$ cat src/rtl/adder4_sched.sv
// adder4_sched: round-robin front end for one shared external 4-bit adder.
// Two requesters submit W-bit operand pairs. The granted pair is added one
// nibble per cycle, least-significant nibble first, with the carry held in
// a register between nibbles. The (W+1)-bit result is returned with the
// owner's ID.
module adder4_sched #(
  parameter int NIBBLES = 2
) (
  input  logic                 clk,
  input  logic                 rst,
  input  logic                 req0_valid,
  output logic                 req0_ready,
  input  logic [4*NIBBLES-1:0] req0_a,
  input  logic [4*NIBBLES-1:0] req0_b,
  input  logic                 req1_valid,
  output logic                 req1_ready,
  input  logic [4*NIBBLES-1:0] req1_a,
  input  logic [4*NIBBLES-1:0] req1_b,
  output logic                 rsp_valid,
  input  logic                 rsp_ready,
  output logic                 rsp_id,
  output logic [4*NIBBLES:0]   rsp_sum,
  output logic [3:0]           fa_a,
  output logic [3:0]           fa_b,
  output logic                 fa_cin,
  input  logic [3:0]           fa_sum,
  input  logic                 fa_cout,
  output logic                 busy
);

  localparam int W = 4 * NIBBLES;
  localparam logic [2:0] K_LAST = 3'(NIBBLES - 1);

  typedef enum logic [1:0] {IDLE, RUN, RESP} state_t;

  state_t         state;
  state_t         state_nxt;
  logic           last_grant;
  logic           grant0;
  logic           grant1;
  logic           accept;
  logic [2:0]     k;
  logic           carry_p1;
  logic [W:0]     sum_p1;
  logic           id_p0;
  logic [W-1:0]   a_p0;
  logic [W-1:0]   b_p0;

  // Select nibble idx (idx 0 = least significant) of a W-bit word.
  function automatic logic [3:0] nibble_of(input logic [W-1:0] word,
                                           input logic [2:0]   idx);
    logic [W-1:0] shifted;
    shifted = word >> {idx, 2'b00};
    return shifted[3:0];
  endfunction

  // Round-robin arbitration: a lone valid wins, contention goes to the
  // requester that was not granted last time.
  always_comb begin
    grant0 = req0_valid & (~req1_valid | last_grant);
    grant1 = req1_valid & (~req0_valid | ~last_grant);
  end

  assign accept = (state == IDLE) & (grant0 | grant1);

  // FSM state register.
  always_ff @(posedge clk or posedge rst) begin
    if (rst) begin
      state <= IDLE;
    end else begin
      state <= state_nxt;
    end
  end

  // FSM next state and handshake / adder-drive outputs.
  always_comb begin
    state_nxt  = state;
    req0_ready = 1'b0;
    req1_ready = 1'b0;
    fa_a       = 4'd0;
    fa_b       = 4'd0;
    fa_cin     = 1'b0;
    rsp_valid  = 1'b0;
    busy       = 1'b1;
    case (state)
      IDLE: begin
        busy       = 1'b0;
        req0_ready = grant0;
        req1_ready = grant1;
        if (grant0 | grant1) begin
          state_nxt = RUN;
        end
      end
      RUN: begin
        fa_a   = nibble_of(a_p0, k);
        fa_b   = nibble_of(b_p0, k);
        // The lowest nibble never takes a carry-in.
        fa_cin = (k == 3'd0) ? 1'b0 : carry_p1;
        if (k == K_LAST) begin
          state_nxt = RESP;
        end
      end
      RESP: begin
        rsp_valid = 1'b1;
        if (rsp_ready) begin
          state_nxt = IDLE;
        end
      end
      default: begin
        state_nxt = IDLE;
      end
    endcase
  end

  // ---- stage p0: operand capture on the accept handshake ----
  // Operands need no reset: they are only read after an accept reloads them.
  always_ff @(posedge clk) begin
    if (accept) begin
      a_p0 <= grant1 ? req1_a : req0_a;
      b_p0 <= grant1 ? req1_b : req0_b;
    end
  end

  // ---- stage p1: nibble sequencing, carry chain and result assembly ----
  // Every nibble of sum_p1 plus its MSB is rewritten by each operation, so
  // it is not cleared on accept; a reset discards any partial result.
  always_ff @(posedge clk or posedge rst) begin
    if (rst) begin
      k          <= 3'd0;
      carry_p1   <= 1'b0;
      sum_p1     <= '0;
      id_p0      <= 1'b0;
      last_grant <= 1'b1;
    end else if (accept) begin
      id_p0      <= grant1;
      last_grant <= grant1;
      k          <= 3'd0;
      carry_p1   <= 1'b0;
    end else if (state == RUN) begin
      for (int i = 0; i < NIBBLES; i++) begin
        if (k == 3'(i)) begin
          sum_p1[4*i +: 4] <= fa_sum;
        end
      end
      if (k == K_LAST) begin
        sum_p1[W] <= fa_cout;
      end
      carry_p1 <= fa_cout;
      k        <= k + 3'd1;
    end
  end

  assign rsp_sum = sum_p1;
  assign rsp_id  = id_p0;

endmodule

$ cat config.mk
export PLATFORM = sky130hd
export DESIGN_NAME = adder4_sched
export DESIGN_NICKNAME = d
export VERILOG_FILES = /design/src/rtl/adder4_sched.sv
export SDC_FILE = /design/constraint.sdc
export NUM_CORES = 1
export LEC_CHECK = 0
export CORE_MARGIN = 10
export CORE_UTILIZATION = 43
export DETAILED_ROUTE_END_ITERATION = 6
export PLACE_DENSITY = 0.8
export SETUP_SLACK_MARGIN = 0.2
export SYNTH_ARGS = -nofsm -noshare
export SYNTH_HDL_FRONTEND = slang
export SYNTH_SLANG_ARGS = --single-unit
$ cat constraint.sdc
create_clock -name clk -period 2.2 [get_ports clk]
set_input_delay 0.22 -clock clk [delete_from_list [all_inputs] [get_ports clk]]
set_output_delay 0.22 -clock clk [all_outputs]
set_load 0.05 [all_outputs]
==> impl_metrics.toml, run 1 <==
[die]
die_height_um = 81.27
design.core.area_um2 = 3633
die_footprint_um2 = 6604
start_util = 0.4442
die_width_um = 81.27
pin_count = 65
row_count = 22

[timing]
setup_viol = 0
setup_tns_ns = 0
max_slew_margin = 0.5803
worstMarginPinSlew_ns = 0.6289
clock-skew-final_ns = 0.005898
fmaxAchievable_ghz = 0.5317
rsz0062_at_grt = "yes"
finalMaxSlewViolations = 0
period_minus_slack_ns = 1.881
period_share = 0.8550
final_hold_viol_count = 0

[clock_tree]
cts_max_path_buffers = 2
clk_latency_ns = 0.28
cts.sink_count = 33
cts-buffers-inserted = 5
post_cts_hold_buffer_count = 0
cts.clk_slew.worst_paths_ns = 0.07
tritoncts_clock_tree = "built"
htreeDepth = 2
cts_root_buffer = "clkbuf_8"

[worst_hold_path]
hold_path_class = "in2async"

[power]
worst_ir_drop_vdd_uv = 895.4
power-per-cell-area_nw_per_um2 = 1523
post-layout-total-power_mw = 3.793
power.leakage_nw = 1.022

[cells_and_area]
layout-drive-gt1-share = 0.2872
diodes = 0
area.growth.synth_to_final_pct = 54.26
final_net_count = 232
final.fill_count = 296
final_common_cell = "clkdlybuf4s50_1"
mostFrequentLayoutCells = "51 x clkdlybuf4s50_1, 21 x mux2_2, 16 x edfxtp_1, 16 x dfrtp_1, 13 x nor2_1"
postLayoutCellArea_um2 = 2490

[worst_setup_path]
critical_path_arrival_ns = 1.66
critPathMaxFanout = 8
critical_path_class = "reg2out"
crit_path_end_kind = "output pin"
timing.critical_path.required_ns = 1.98
start_kind = "register"

[global_routing]
antenna_found_initial = 0
grt_first_pass_wirelength_um = 6168
first_global_vias = 1225
grt_start_max_net_pins = 18
gr-total-overflow = 0
grt_usage = 0.1214

[synthesis]
synth.ff_latch_count = 33
yosysWarningCount = 0
synth_sequential_area_ratio = 0.5620
syn-num-nets = 161
post_synth_instance_area_um2 = 1614
synth.distinct_cells = 30
synthCells = 116
syn-mean-instance-area_um2 = 13.91

[placed_design]
dpl_cell_area_um2 = 2402
place.detailed.hpwl_um = 3131
routabilityCongestion = 0.7629
port_buffers = 64

[status]
status = "complete, no violations"

[job]
max-cap-violations = 0

[drt]
vias_per_cell = 4.852
detailedRoute.firstIterationViolations = 69
drtAntennaViolNets = 0
1st_pass_router_iterations = 4
drc = 0
vias = 1145
route.detailed.wl_per_inst_um = 16.33
routed_wl_um = 3854
[power breakdown]
part | switching [mW] | internal, mW
Sequential | 0.171 | 0.923
Clock | 0.212 | 0.219
Combinational | 1.27 | 0.996
[kinds of logic after synthesis]
logic type | count (synthesis) | synth area share
AO/OA/AOI/OAI | 9 | 0.04961
multiplexers | 34 | 0.2403
AND/OR/NAND/NOR | 28 | 0.09381
flip-flops | 33 | 0.5620
buffers and inverters | 9 | 0.03100
adder cells (fa/ha/maj) | 3 | 0.02326
[worst paths after layout]
path	startpoint	to	slack (ns)	depth (start not counted)
max	k[2]$_DFFE_PP0P_	fa_a[2]	0.32	4
min	rst	rsp_sum[1]$_DFFE_PP0P_	0.32	2
min in group clk	rsp_sum[5]$_DFFE_PP0P_	rsp_sum[5]$_DFFE_PP0P_	0.51	1
max reg2reg	k[0]$_DFFE_PP0P_	rsp_sum[8]$_DFFE_PP0P_	0.62	4
max in group asynchronous	rst	rsp_sum[8]$_DFFE_PP0P_	1.47	2
min reg2reg	rsp_sum[5]$_DFFE_PP0P_	rsp_sum[5]$_DFFE_PP0P_	0.51	1
[what timing repair did]
item	in CTS	in global routing
gates resized for setup	2	0
setup endpoints to repair	2	5
setup buffers	0	1
[state kept, by name, indices dropped and copies added, names as in the netlist]
register,flops
rsp_id,1
last_grant,1
k,3
a_p0,8
rsp_sum,9
state,2
b_p0,8
carry_p1,1
[worst max-delay path: stages (launching register included)]
cell	delay [ns]
dfrtp_1	0.46
nor2_2	0.16
nand3_1	0.27
nor2_1	0.31
buf_12	0.18
[per-stage QoR]
stage / util / worst slack, ns / hold WS (ns) / instances
2_1_floorplan: - / 0.3285 / 0.1453 / 116
3_3_place_gp: 0.6612 / 0.3177 / 0.4706 / 227
3_5_place_dp: 0.6612 / 0.2718 / 0.4930 / 227
4_1_cts: 0.6832 / 0.2813 / 0.3426 / 235
5_1_grt: 0.6853 / 0.1630 / 0.3707 / 236
6_report: 0.6853 / 0.3191 / 0.3198 / 236
[layer usage]
layer | vias up | global-route usage | part of all wire
li1 | 556 | - | -
met1 | 528 | 0.1345 | 0.41
met2 | 57 | 0.1951 | 0.46
met3 | 4 | 0.06512 | 0.12
met4 | 0 | 0.04152 | 0.0099
met5 | - | 0 | 0
[final cells by class]
class | instances | area, um^2 | share of cell area
Tap cell | 48 | 60.06 | 0.02412
Clock inverter | 2 | 10.01 | 0.004020
Sequential cell | 33 | 907.1 | 0.3643
Clock buffer | 6 | 72.57 | 0.02915
Inverter | 6 | 22.52 | 0.009045
Multi-Input combinational cell | 74 | 659.4 | 0.2648
Timing Repair Buffer | 67 | 758.2 | 0.3045
[synth_stat cells (all sizes together)]
master | n | share of area
mux2 | 26 | 0.19
dfrtp | 16 | 0.25
edfxtp | 16 | 0.30
nor2 | 15 | 0.036
mux2i | 8 | 0.050
inv | 6 | 0.014
a22o | 4 | 0.022
buf | 3 | 0.017
ha | 3 | 0.023
nand2 | 3 | 0.0085
a21o | 2 | 0.0093
nor2b | 2 | 0.0078
nor3 | 2 | 0.013
a21boi | 1 | 0.012
a21oi | 1 | 0.0031
and2 | 1 | 0.0039
and2b | 1 | 0.0047
and3 | 1 | 0.0070
dfstp | 1 | 0.016
nand3 | 1 | 0.0031
o21ai | 1 | 0.0031
or2 | 1 | 0.0039
or3b | 1 | 0.0054
(Power assumes the default switching activity.)
==> run 2: changes to the inputs <==
- CORE_MARGIN: 10 -> default
==> run 2 against run 1 <==
Sequential power hardly changed; critical path depth is the same; flip-flop and latch count did not move; largest cell class unchanged; clock skew rose by 0.0019 ns; clock-buffer cell count is the same; clock power hardly changed; setup slack got worse by 0.0023 ns; largest power group unchanged; combinational power barely moved.
==> impl_metrics.toml, run 2 (synthesis results as in run 1) <==
[worst_setup_path]
crit_path_end_kind = "output pin"
critPathMaxFanout = 8
launching_point_of_the_worst_reg2reg_path = "k[0]$_DFFE_PP0P_"
critical_path_class = "reg2out"
timing.critical_path.from = "k[2]$_DFFE_PP0P_"
reg2reg_slack_ns = 0.60
start_kind = "register"
reg2reg_depth = 4
timing.critical_path.required_ns = 1.98
critical_path_arrival_ns = 1.66
critical_path.reg2reg.endpoint = "rsp_sum[7]$_DFFE_PP0P_"

[placed_design]
port_buffers = 64
routabilityCongestion = 0.6980
place.detailed.hpwl_um = 2575

[clock_tree]
cts.clk_slew.worst_paths_ns = 0.06
tritoncts_clock_tree = "built"
post_cts_hold_buffer_count = 0
htreeDepth = 2
cts.sink_count = 33
cts_root_buffer = "clkbuf_8"
cts-buffers-inserted = 5
cts_max_path_buffers = 2
clk_latency_ns = 0.29

[timing]
worstMarginPinSlew_ns = 0.6003
finalMaxSlewViolations = 0
final_hold_viol_count = 0
max_slew_margin = 0.5994
rsz0062_at_grt = "no"
setup_viol = 0
period_minus_slack_ns = 1.883
period_share = 0.8560
setup_tns_ns = 0
clock-skew-final_ns = 0.007809
fmaxAchievable_ghz = 0.5310

[drt]
1st_pass_router_iterations = 3
drc = 0
vias = 1147
detailedRoute.firstIterationViolations = 19
routed_wl_um = 3343
vias_per_cell = 4.860
route.detailed.wl_per_inst_um = 14.17
drtAntennaViolNets = 0

[global_routing]
first_global_vias = 1176
grt_first_pass_wirelength_um = 5395
gr-total-overflow = 0
antenna_found_initial = 0
grt_usage = 0.1874
grt_start_max_net_pins = 18

[die]
pin_count = 65
row_count = 21
die_footprint_um2 = 4002
die_height_um = 63.27
design.core.area_um2 = 3468
start_util = 0.4654
die_width_um = 63.27

[status]
status = "complete, no violations"

[job]
max-cap-violations = 0

[cells_and_area]
area.growth.synth_to_final_pct = 55.04
final_common_cell = "clkdlybuf4s50_1"
layout-drive-gt1-share = 0.2947
diodes = 0
flip_flop_count_of_the_largest_register_all_copies_and_words_added = 9
mostFrequentLayoutCells = "51 x clkdlybuf4s50_1, 21 x mux2_2, 16 x edfxtp_1, 16 x dfrtp_1, 13 x nor2_1"
final_net_count = 234

[power]
worst_ir_drop_vdd_uv = 936.0
post-layout-total-power_mw = 3.788
power.leakage_nw = 1.032
power-per-cell-area_nw_per_um2 = 1514

[worst_hold_path]
hold_path_class = "in2async"
run 2: cell types whose count changed in the layout (fill, tap and decap cells not counted), sizes merged:
cell / delta
buf: +2
run 2: how the worst max path moves through the flow:
| stage | depth (start not counted) | end |
|---|---|---|
| after detailed placement | 3 | b_p0[1]$_DFFE_PP_ |
| after global routing | 4 | fa_b[1] |
| after CTS | 4 | req1_ready |
| after floorplan | 4 | fa_cin |
| after global placement | 3 | a_p0[1]$_DFFE_PP_ |
| final | 4 | fa_b[1] |
run 2: area by class of cell:
cell class,instances,area (um^2)
clock buffers,6,72.57
inverters,6,22.52
well taps,46,57.56
repair buffers,69,773.2
multi-input cells,74,659.4
flip-flops and latches,33,907.1
clock inverters,2,10.01
fillers,249,965.9
run 2: what timing repair did:
item | CTS | global route
resized for setup | 2 | 0
endpoints found under the setup margin | 2 | 1
buffers inserted | 0 | 3
hold endpoints to repair | 0 | 0
run 2: critical path, cell delays in order (launching register included):
cell	delay, ns
dfrtp_1	0.47
nor2_2	0.16
nand3_1	0.28
nor2_1	0.30
buf_12	0.17
run 2: stage by stage:
step           cell area (um^2)  setup WS [ns]    util  instances  hold slack (ns)
2_1_floorplan              1617         0.3285       -        116           0.1453
3_3_place_gp               2400         0.3249  0.6919        225           0.4679
3_5_place_dp               2400         0.2356  0.6919        225           0.4833
4_1_cts                    2480         0.2633  0.7150        233           0.3335
5_1_grt                    2502         0.1914  0.7215        236           0.3633
6_report                   2502         0.3168  0.7215        236           0.3040
run 2: metal layers:
layer	up-vias	part of all wire	track usage	wire length [um]
li1	559	-	-	-
met1	534	0.37	0.1948	1236
met2	49	0.54	0.3239	1805
met3	5	0.075	0.08696	250
met4	0	0.015	0.07670	51
met5	-	0	0	0
run 2: report_power, final:
part,internal [mW],total [mW],switching [mW],leakage (nW)
clock,0.219,0.432,0.214,0.0450
sequential,0.923,1.10,0.179,0.352
combinational,1.00,2.25,1.25,0.635
total,2.15,3.79,1.64,1.03
==> run 3: changes to the inputs <==
- CORE_ASPECT_RATIO: default -> 1.4
==> run 3 against run 2 <==
Sequential power about the same; die area about the same; cell count down 3.0%; largest power group unchanged; sequential share of layout area up 0.40 points; power up 0.20%.
==> impl_metrics.toml, run 3 (synthesis results as in run 1) <==
[drt]
detailroute.wirelength.met2_um = 1852
drc = 0
routed_wl_um = 3437
route.detailed.wl_per_inst_um = 15.01
detail_route.wirelength.met1_um = 1223
detailedRoute.firstIterationViolations = 20
met3_wirelength_um = 296
dr.max_layer_used = "met4"
1st_pass_router_iterations = 4
vias = 1158
drtAntennaViolNets = 0
vias_per_cell = 5.057

[die]
die_width_um = 53.78
start_util = 0.4470
row_count = 26
die_footprint_um2 = 4006
die_height_um = 74.49
design.core.area_um2 = 3611
pin_count = 65

[cells_and_area]
final_common_cell = "clkdlybuf4s50_1"
final_net_count = 231
mostFrequentLayoutCells = "51 x clkdlybuf4s50_1, 21 x mux2_2, 16 x edfxtp_1, 16 x dfrtp_1, 13 x nor2_1"
layout-drive-gt1-share = 0.2834
final.fill_count = 258
area.growth.synth_to_final_pct = 53.33
post_layout_nonfiller_instances = 229
diodes = 0
flip_flop_count_of_the_largest_register_all_copies_and_words_added = 9

[timing]
final_hold_viol_count = 0
fmaxAchievable_ghz = 0.5216
max_slew_margin = 0.5811
rsz0062_at_grt = "yes"
clock-skew-final_ns = 0.002053
setup_viol = 0
finalMaxSlewViolations = 0
worstMarginPinSlew_ns = 0.6276
period_minus_slack_ns = 1.917
period_share = 0.8715
setup_tns_ns = 0

[global_routing]
grt_usage = 0.1952
antenna_found_initial = 0
grt_first_pass_wirelength_um = 5368
grt_start_max_net_pins = 18
first_global_vias = 1196
gr-total-overflow = 0

[clock_tree]
cts.sink_count = 33
post_cts_hold_buffer_count = 0
cts.clk_slew.worst_paths_ns = 0.07
tritoncts_clock_tree = "built"
clk_latency_ns = 0.29
cts.repair.resized = 2
cts-buffers-inserted = 5
cts_root_buffer = "clkbuf_8"
post_cts_setup_buffer_count = 0
cts_max_path_buffers = 2
htreeDepth = 2

[worst_setup_path]
critical_path_arrival_ns = 1.70
timing.critical_path.required_ns = 1.98
start_kind = "primary input"
critical_path_class = "in2out"
crit_path_end_kind = "output pin"
critPathMaxFanout = 17

[power]
pwr-share-clk = 0.118
power.combinational.fraction = 0.592
power-per-cell-area_nw_per_um2 = 1534
post-layout-total-power_mw = 3.796
p_seq_frac = 0.290
worst_ir_drop_vdd_uv = 884.8
power.leakage_nw = 1.017
p_sw_frac = 0.4382
power_report.internal_total_mw = 2.132
switching_power_mw = 1.663

[placed_design]
routabilityCongestion = 0.7541
place.detailed.hpwl_um = 2690
placedCellCount = 221
port_buffers = 64

[status]
status = "complete, no violations"

[worst_hold_path]
hold_path_class = "in2async"

[job]
max-cap-violations = 0
==> run 3: changes by cell type in the layout (fill, tap and decap cells not counted) <==
cell   change
buf_4      -3
==> run 3: final timing paths <==
check	start	to	slack, ns	cells after the start
setup / recovery	req1_valid	req1_ready	0.28	4
hold / removal	rst	rsp_sum[3]$_DFFE_PP0P_	0.32	2
setup reg to reg	k[0]$_DFFE_PP0P_	rsp_sum[7]$_DFFE_PP0P_	0.57	4
hold reg to reg	rsp_id$_DFFE_PP0P_	rsp_id$_DFFE_PP0P_	0.50	1
max in group asynchronous	rst	rsp_sum[2]$_DFFE_PP0P_	1.48	2
min in group clk	rsp_id$_DFFE_PP0P_	rsp_id$_DFFE_PP0P_	0.50	1
==> run 3: final cells by class <==
class	count	area, um^2	area share
Clock buffer	6	72.57	0.02932
Clock inverter	2	10.01	0.004044
Inverter	6	22.52	0.009100
Multi-Input combinational cell	74	659.4	0.2664
Sequential cell	33	907.1	0.3665
Tap cell	42	52.55	0.02123
Timing Repair Buffer	66	750.7	0.3033
==> run 3: per-stage QoR <==
stage	utilization	hold slack (ns)	instance area [um^2]	setup WS (ns)
after floorplan	-	0.1453	1617	0.3285
after global placement	0.6632	0.4697	2395	0.3303
after detailed placement	0.6632	0.4852	2395	0.2607
after CTS	0.6854	0.3408	2475	0.2632
after global routing	0.6854	0.3930	2475	0.1843
final	0.6854	0.3168	2475	0.2828
==> run 3: critical path, cell delays in order <==
cell and delay (ns):
clkdlybuf4s50_1 0.54, a21boi_4 0.51, and2_1 0.28, buf_12 0.15
==> run 3: power groups by stage <==
| stage | logic (mW) | clock network [mW] | registers [mW] |
|---|---|---|---|
| CTS | 2.27 | 0.459 | 1.10 |
| detailed placement | 2.27 | 0 | 1.11 |
| global route | 2.38 | 0.486 | 1.13 |
| floorplan | 1.13 | 0 | 1.39 |
| global placement | 2.23 | 0 | 1.09 |
| finish | 2.25 | 0.446 | 1.10 |
==> run 3: metal layers <==
metal	vias up	GRT usage
li1	549	-
met1	541	0.1974
met2	61	0.3443
met3	7	0.07362
met4	0	0.08772
met5	-	0
